**config.mk**
```make
export PLATFORM = sky130hd
export DESIGN_NAME = alu_rr_scheduler
export DESIGN_NICKNAME = d
export VERILOG_FILES = /design/src/rtl/alu_rr_scheduler.sv
export SDC_FILE = /design/constraint.sdc
export NUM_CORES = 1
export LEC_CHECK = 0
export BUFFER_PORTS_ARGS = -buffer_cell sky130_fd_sc_hd__buf_2
export CELL_PAD_IN_SITES_DETAIL_PLACEMENT = 1
export CELL_PAD_IN_SITES_GLOBAL_PLACEMENT = 2
export CORE_UTILIZATION = 21
export CTS_BUF_LIST = sky130_fd_sc_hd__clkbuf_16
export DETAILED_ROUTE_END_ITERATION = 7
export PLACE_DENSITY_LB_ADDON = 0.1
export SLEW_MARGIN = 15
export SYNTH_ARGS = -nofsm -noshare
export SYNTH_HDL_FRONTEND = slang
export SYNTH_SLANG_ARGS = --single-unit
```
**constraint.sdc**
```tcl
create_clock -name clk -period 2 [get_ports clk]
set_input_delay 0.5 -clock clk [delete_from_list [all_inputs] [get_ports clk]]
set_output_delay 0.5 -clock clk [all_outputs]
set_load 0.05 [all_outputs]
```
**src/rtl/alu_rr_scheduler.sv**
```systemverilog
// alu_rr_scheduler: round-robin front end that shares one combinational ALU between NREQ requesters.
// Latency: operands registered on the accept edge, result captured one clock later, rsp_valid 2 clocks after accept.
// Backpressure: holds rsp_valid/rsp_id/rsp_data until rsp_ready; req_ready only in IDLE, so peak is one op per 3 cycles.
// Optional build macro ALU_SCHED_LOCK_EN adds req_lock: a locked winner keeps the round-robin pointer on itself.
module alu_rr_scheduler #(
  parameter  int NREQ  = 4,
  parameter  int WIDTH = 1,
  localparam int IDW   = (NREQ > 1) ? $clog2(NREQ) : 1
) (
  input  logic                    clk,
  input  logic                    rst,
  input  logic [NREQ-1:0]         req_valid,
  output logic [NREQ-1:0]         req_ready,
  input  logic [NREQ*WIDTH-1:0]   req_a,
  input  logic [NREQ*WIDTH-1:0]   req_b,
  input  logic [NREQ*3-1:0]       req_op,
`ifdef ALU_SCHED_LOCK_EN
  input  logic [NREQ-1:0]         req_lock,
`endif
  output logic [WIDTH-1:0]        alu_a,
  output logic [WIDTH-1:0]        alu_b,
  output logic [2:0]              alu_choice,
  input  logic [WIDTH-1:0]        alu_out,
  output logic                    rsp_valid,
  input  logic                    rsp_ready,
  output logic [IDW-1:0]          rsp_id,
  output logic [WIDTH-1:0]        rsp_data
);

  typedef enum logic [1:0] {
    ST_IDLE = 2'd0,
    ST_EXEC = 2'd1,
    ST_RESP = 2'd2
  } state_t;

  state_t           state_q, state_d;
  logic [IDW-1:0]   ptr_q, ptr_d;
  logic [WIDTH-1:0] alu_a_q, alu_a_d;
  logic [WIDTH-1:0] alu_b_q, alu_b_d;
  logic [2:0]       alu_choice_q, alu_choice_d;
  logic             rsp_valid_q, rsp_valid_d;
  logic [IDW-1:0]   rsp_id_q, rsp_id_d;
  logic [WIDTH-1:0] rsp_data_q, rsp_data_d;
  // Set by reset, cleared one cycle later: keeps req_ready low for the first cycle out of reset.
  logic             boot_q;
  // High when the transaction in flight must leave the pointer on its own requester.
  logic             hold_ptr;
  logic             lock_d;

  logic             win_vld;
  logic [IDW-1:0]   win_id;

  // Candidate index k positions after base, wrapping at NREQ (NREQ need not be a power of two).
  function automatic logic [IDW-1:0] rr_idx(input logic [IDW-1:0] base, input int k);
    int sum;
    sum = int'(base) + k;
    if (sum >= NREQ) sum = sum - NREQ;
    return IDW'(sum);
  endfunction

  // Pointer value after serving id: the requester just above it, wrapping to 0.
  function automatic logic [IDW-1:0] next_id(input logic [IDW-1:0] id);
    return (id == IDW'(NREQ - 1)) ? '0 : id + 1'b1;
  endfunction

`ifdef ALU_SCHED_LOCK_EN
  logic lock_q;
  assign hold_ptr = lock_q;

  // Lock flag: taken from the winner's req_lock at every acceptance, cleared by reset.
  always_ff @(posedge clk) begin
    if (rst) lock_q <= 1'b0;
    else     lock_q <= lock_d;
  end
`else
  assign hold_ptr = 1'b0;
`endif

  // Round-robin search: first valid requester starting at ptr and walking upward modulo NREQ.
  always_comb begin
    win_vld = 1'b0;
    win_id  = '0;
    for (int k = 0; k < NREQ; k++) begin
      if (!win_vld && req_valid[rr_idx(ptr_q, k)]) begin
        win_vld = 1'b1;
        win_id  = rr_idx(ptr_q, k);
      end
    end
  end

  // FSM next state, operand/result capture and the combinational one-hot accept.
  always_comb begin
    state_d      = state_q;
    ptr_d        = ptr_q;
    alu_a_d      = alu_a_q;
    alu_b_d      = alu_b_q;
    alu_choice_d = alu_choice_q;
    rsp_valid_d  = rsp_valid_q;
    rsp_id_d     = rsp_id_q;
    rsp_data_d   = rsp_data_q;
    lock_d       = hold_ptr;
    req_ready    = '0;
    case (state_q)
      ST_IDLE: begin
        // No accept while reset is applied or in the first cycle after it.
        if (win_vld && !boot_q && !rst) begin
          req_ready[win_id] = 1'b1;
          alu_a_d           = req_a[win_id*WIDTH +: WIDTH];
          alu_b_d           = req_b[win_id*WIDTH +: WIDTH];
          alu_choice_d      = req_op[win_id*3 +: 3];
          rsp_id_d          = win_id;
`ifdef ALU_SCHED_LOCK_EN
          lock_d            = req_lock[win_id];
`endif
          state_d           = ST_EXEC;
        end
      end
      ST_EXEC: begin
        // alu_* have been stable the whole cycle, so alu_out is settled here.
        rsp_data_d  = alu_out;
        rsp_valid_d = 1'b1;
        state_d     = ST_RESP;
      end
      ST_RESP: begin
        if (rsp_ready) begin
          rsp_valid_d = 1'b0;
          // A locked winner keeps the pointer on itself so it wins the next IDLE if still requesting.
          ptr_d       = hold_ptr ? rsp_id_q : next_id(rsp_id_q);
          state_d     = ST_IDLE;
        end
      end
      default: begin
        state_d = ST_IDLE;
      end
    endcase
  end

  // State and datapath registers with synchronous reset; reset aborts any transaction in flight.
  always_ff @(posedge clk) begin
    if (rst) begin
      state_q      <= ST_IDLE;
      ptr_q        <= '0;
      alu_a_q      <= '0;
      alu_b_q      <= '0;
      alu_choice_q <= '0;
      rsp_valid_q  <= 1'b0;
      rsp_id_q     <= '0;
      rsp_data_q   <= '0;
      boot_q       <= 1'b1;
    end else begin
      state_q      <= state_d;
      ptr_q        <= ptr_d;
      alu_a_q      <= alu_a_d;
      alu_b_q      <= alu_b_d;
      alu_choice_q <= alu_choice_d;
      rsp_valid_q  <= rsp_valid_d;
      rsp_id_q     <= rsp_id_d;
      rsp_data_q   <= rsp_data_d;
      boot_q       <= 1'b0;
    end
  end

  assign alu_a      = alu_a_q;
  assign alu_b      = alu_b_q;
  assign alu_choice = alu_choice_q;
  assign rsp_valid  = rsp_valid_q;
  assign rsp_id     = rsp_id_q;
  assign rsp_data   = rsp_data_q;

endmodule

```
==> flow_summary.json <==
{
  "final_nets": 167,
  "maxCapViolCount": 0,
  "wl_per_cell_um": 11.8,
  "power_uw": 935,
  "place_hpwl_um": 1770,
  "grt_pass1_wl_um": 3500,
  "postCtsSetupRepairBufs": 0,
  "end_kind": "primary output",
  "setup_viol": 4,
  "power_density_nw_per_um2": 698,
  "slew-limit-headroom_pct": 71.1,
  "grt_usage_pct": 12.8,
  "violations": "setup timing",
  "path_clk_slew_ns": 0.05,
  "worstPathRequired_ns": 1.50,
  "max_slew.worst_pin.slew_ns": 0.430,
  "synth_top_area_share_pct": 37.8,
  "synthesis.nets": 109,
  "leakagePower_uw": 0.000620,
  "slew_violations": 0,
  "crit_type": "in -> out",
  "ant_nets": 0,
  "finalSetupTns_ns": -0.161,
  "hold_viol": 0,
  "std_cell_rows": 21,
  "holdCritPathClass": "reg -> reg",
  "cts_sinks": 14,
  "die-area_um2": 3770,
  "pin_count": 41,
  "globalRoute.totalOverflow": 0,
  "seq_area_frac_synth_pct": 37.8,
  "synth.avg_cell_area_um2": 9.26,
  "reg2reg_depth": 7,
  "irDropWorstVdd_mv": 0.350,
  "h-tree-depth": 1,
  "first_global_vias": 752,
  "arrival_ns": 1.55,
  "gp_congestion": 0.749,
  "status": "finished with violations",
  "area_growth_syn_to_layout_pct": 80.9,
  "yosys_warnings": 0,
  "diodes": 0,
  "start_util_pct": 22.0,
  "grt_antenna_before_repair": 0,
  "ys_top_cells_by_area": "dfxtp_1 (38%), mux2i_1 (16%), nand3b_1 (7.1%)",
  "hold_path_end": "rsp_data$_SDFFE_PP0P_",
  "finalWorstSetupSlack_ns": -0.0488,
  "synth_top_area_cell": "dfxtp_1",
  "die_h_um": 61.4,
  "drtPass1Iterations": 4,
  "portBuffers": 40,
  "rsz0062_at_grt": "true",
  "grt_max_degree": 14,
  "dr.first_iter.drc_count": 13,
  "fp.dieW_um": 61.4,
  "min-delay-start": "rsp_data$_SDFFE_PP0P_",
  "hold_depth": 2,
  "r2r-start": "ptr_q[1]$_SDFFE_PP0P_",
  "cts_root_buffer": "clkbuf_16",
  "ys_ff_latch": 14,
  "hold_buffers": 0,
  "cp-start-kind": "input pin",
  "crit_fanout": 3,
  "nFillCells": 418,
  "post-route-period-util_pct": 102,
  "syn_inst": 80,
  "cts_tree": "done",
  "insertion_delay_ns": 0.24,
  "clock_skew_ns": 0.00224,
  "numCtsBuffers": 3,
  "drive_gt1_share_pct": 56.9,
  "avgViaCountPerCell": 4.50,
  "route.detailed.drc": 0,
  "via_count": 824,
  "min_period_ns": 2.05,
  "core-area_um2": 3360,
  "routed_wl_um": 2160,
  "r2r-end": "alu_b$_SDFFE_PP0P_",
  "cts.path.max_buffers": 2,
  "netlist_area_um2": 741,
  "fmax_ghz": 0.488,
  "yosysUniqueCellTypes": 24,
  "r2r_slack_ns": 0.31
}
==> cell type report <==
type,instances,area (µm²),area share (%)
multi-input cells,60,533,39.8
repair buffers,55,370,27.6
flip-flops and latches,14,285,21.3
clock buffers,3,75.1,5.60
well taps,46,57.6,4.30
inverters,4,15.0,1.12
clock inverters,1,3.75,0.280
==> layer usage <==
layer	GRT usage, %	routed length (µm)
met2	21.1	1040
met5	0	0
met4	5.71	31
met1	16.7	997
met3	1.89	88
==> Yosys cell counts <==
master	instances
nand3b_1	7
inv_1	3
dfxtp_1	14
nor3_1	4
a211oi_4	1
o22ai_1	1
nor4_1	1
o21ai_0	1
nand2_1	3
o221ai_1	5
o41ai_2	1
nand2_2	2
buf_6	1
nor2b_1	1
ha_1	1
or3_1	1
nor2_1	10
inv_2	1
clkbuf_1	1
or2b_1	1
a21oi_1	5
nand2b_1	1
mux2i_1	12
nor3b_1	2
==> power breakdown <==
group          leakage (µW)  switching [µW]  internal (µW)
clock network     0.0000385             111            264
logic              0.000466             143            106
registers          0.000116            13.0            299
==> critical path: stages <==
cell and delay (ns):
buf_6 0.10, or2b_1 0.22, a21oi_2 0.17, a211oi_4 0.07, buf_6 0.14, nor3_4 0.17
buf_6 0.17
==> state kept, by name, indices dropped and copies added, names as in the netlist, 2 cells and up <==
name / flops
ptr_q: 2
rsp_id: 2
state_q: 2
alu_choice: 3
==> worst max-delay path by stage <==
stage / start / endpoint / slack, ns / cells after the start
floorplan: req_valid[2] / req_ready[1] / -0.10 / 6
global placement: req_valid[0] / req_ready[0] / -0.21 / 6
detailed placement: req_valid[0] / req_ready[0] / -0.27 / 6
CTS: rst / req_ready[2] / -0.08 / 6
global route: state_q[0]$_SDFFE_PP0P_ / req_ready[2] / -0.14 / 5
finish: req_valid[1] / req_ready[2] / -0.05 / 7
==> per-stage QoR <==
step / hold WS, ns / util (%) / setup slack, ns / std cells / cell area (µm²)
floorplan: 0.486 / - / -0.104 / 80 / 807
global placement: 0.475 / 34.6 / -0.213 / 179 / 1160
detailed placement: 0.488 / 34.6 / -0.270 / 179 / 1160
CTS: 0.503 / 39.5 / -0.0767 / 183 / 1330
global route: 0.529 / 39.8 / -0.143 / 183 / 1340
finish: 0.497 / 39.8 / -0.0488 / 183 / 1340
==> placed cells by master, fill, tap and decap left out, drive strengths merged, types with 2 or more instances in the layout <==
cell type / count
buf: 55
dfxtp: 14
nor3: 4
a21oi: 5
clkbuf: 3
mux2i: 12
nor2: 10
o221ai: 5
inv: 4
nand3b: 7
nor3b: 2
nand2: 5
==> logic make-up after synthesis <==
family          count (synthesis)  synth area share [%]
compound gates                 14                  15.7
fa+ha+maj                       1                  1.69
buf+inv                         6                  4.05
mux                            12                  16.2
flops                          14                  37.8
simple gates                   33                  24.5
==> what timing repair did <==
item	in CTS	in global routing
setup endpoints to repair	4	4
cloned	0	0
gates resized for setup	22	4
pin swaps	5	4
Power figures use the tool's default switching activity.
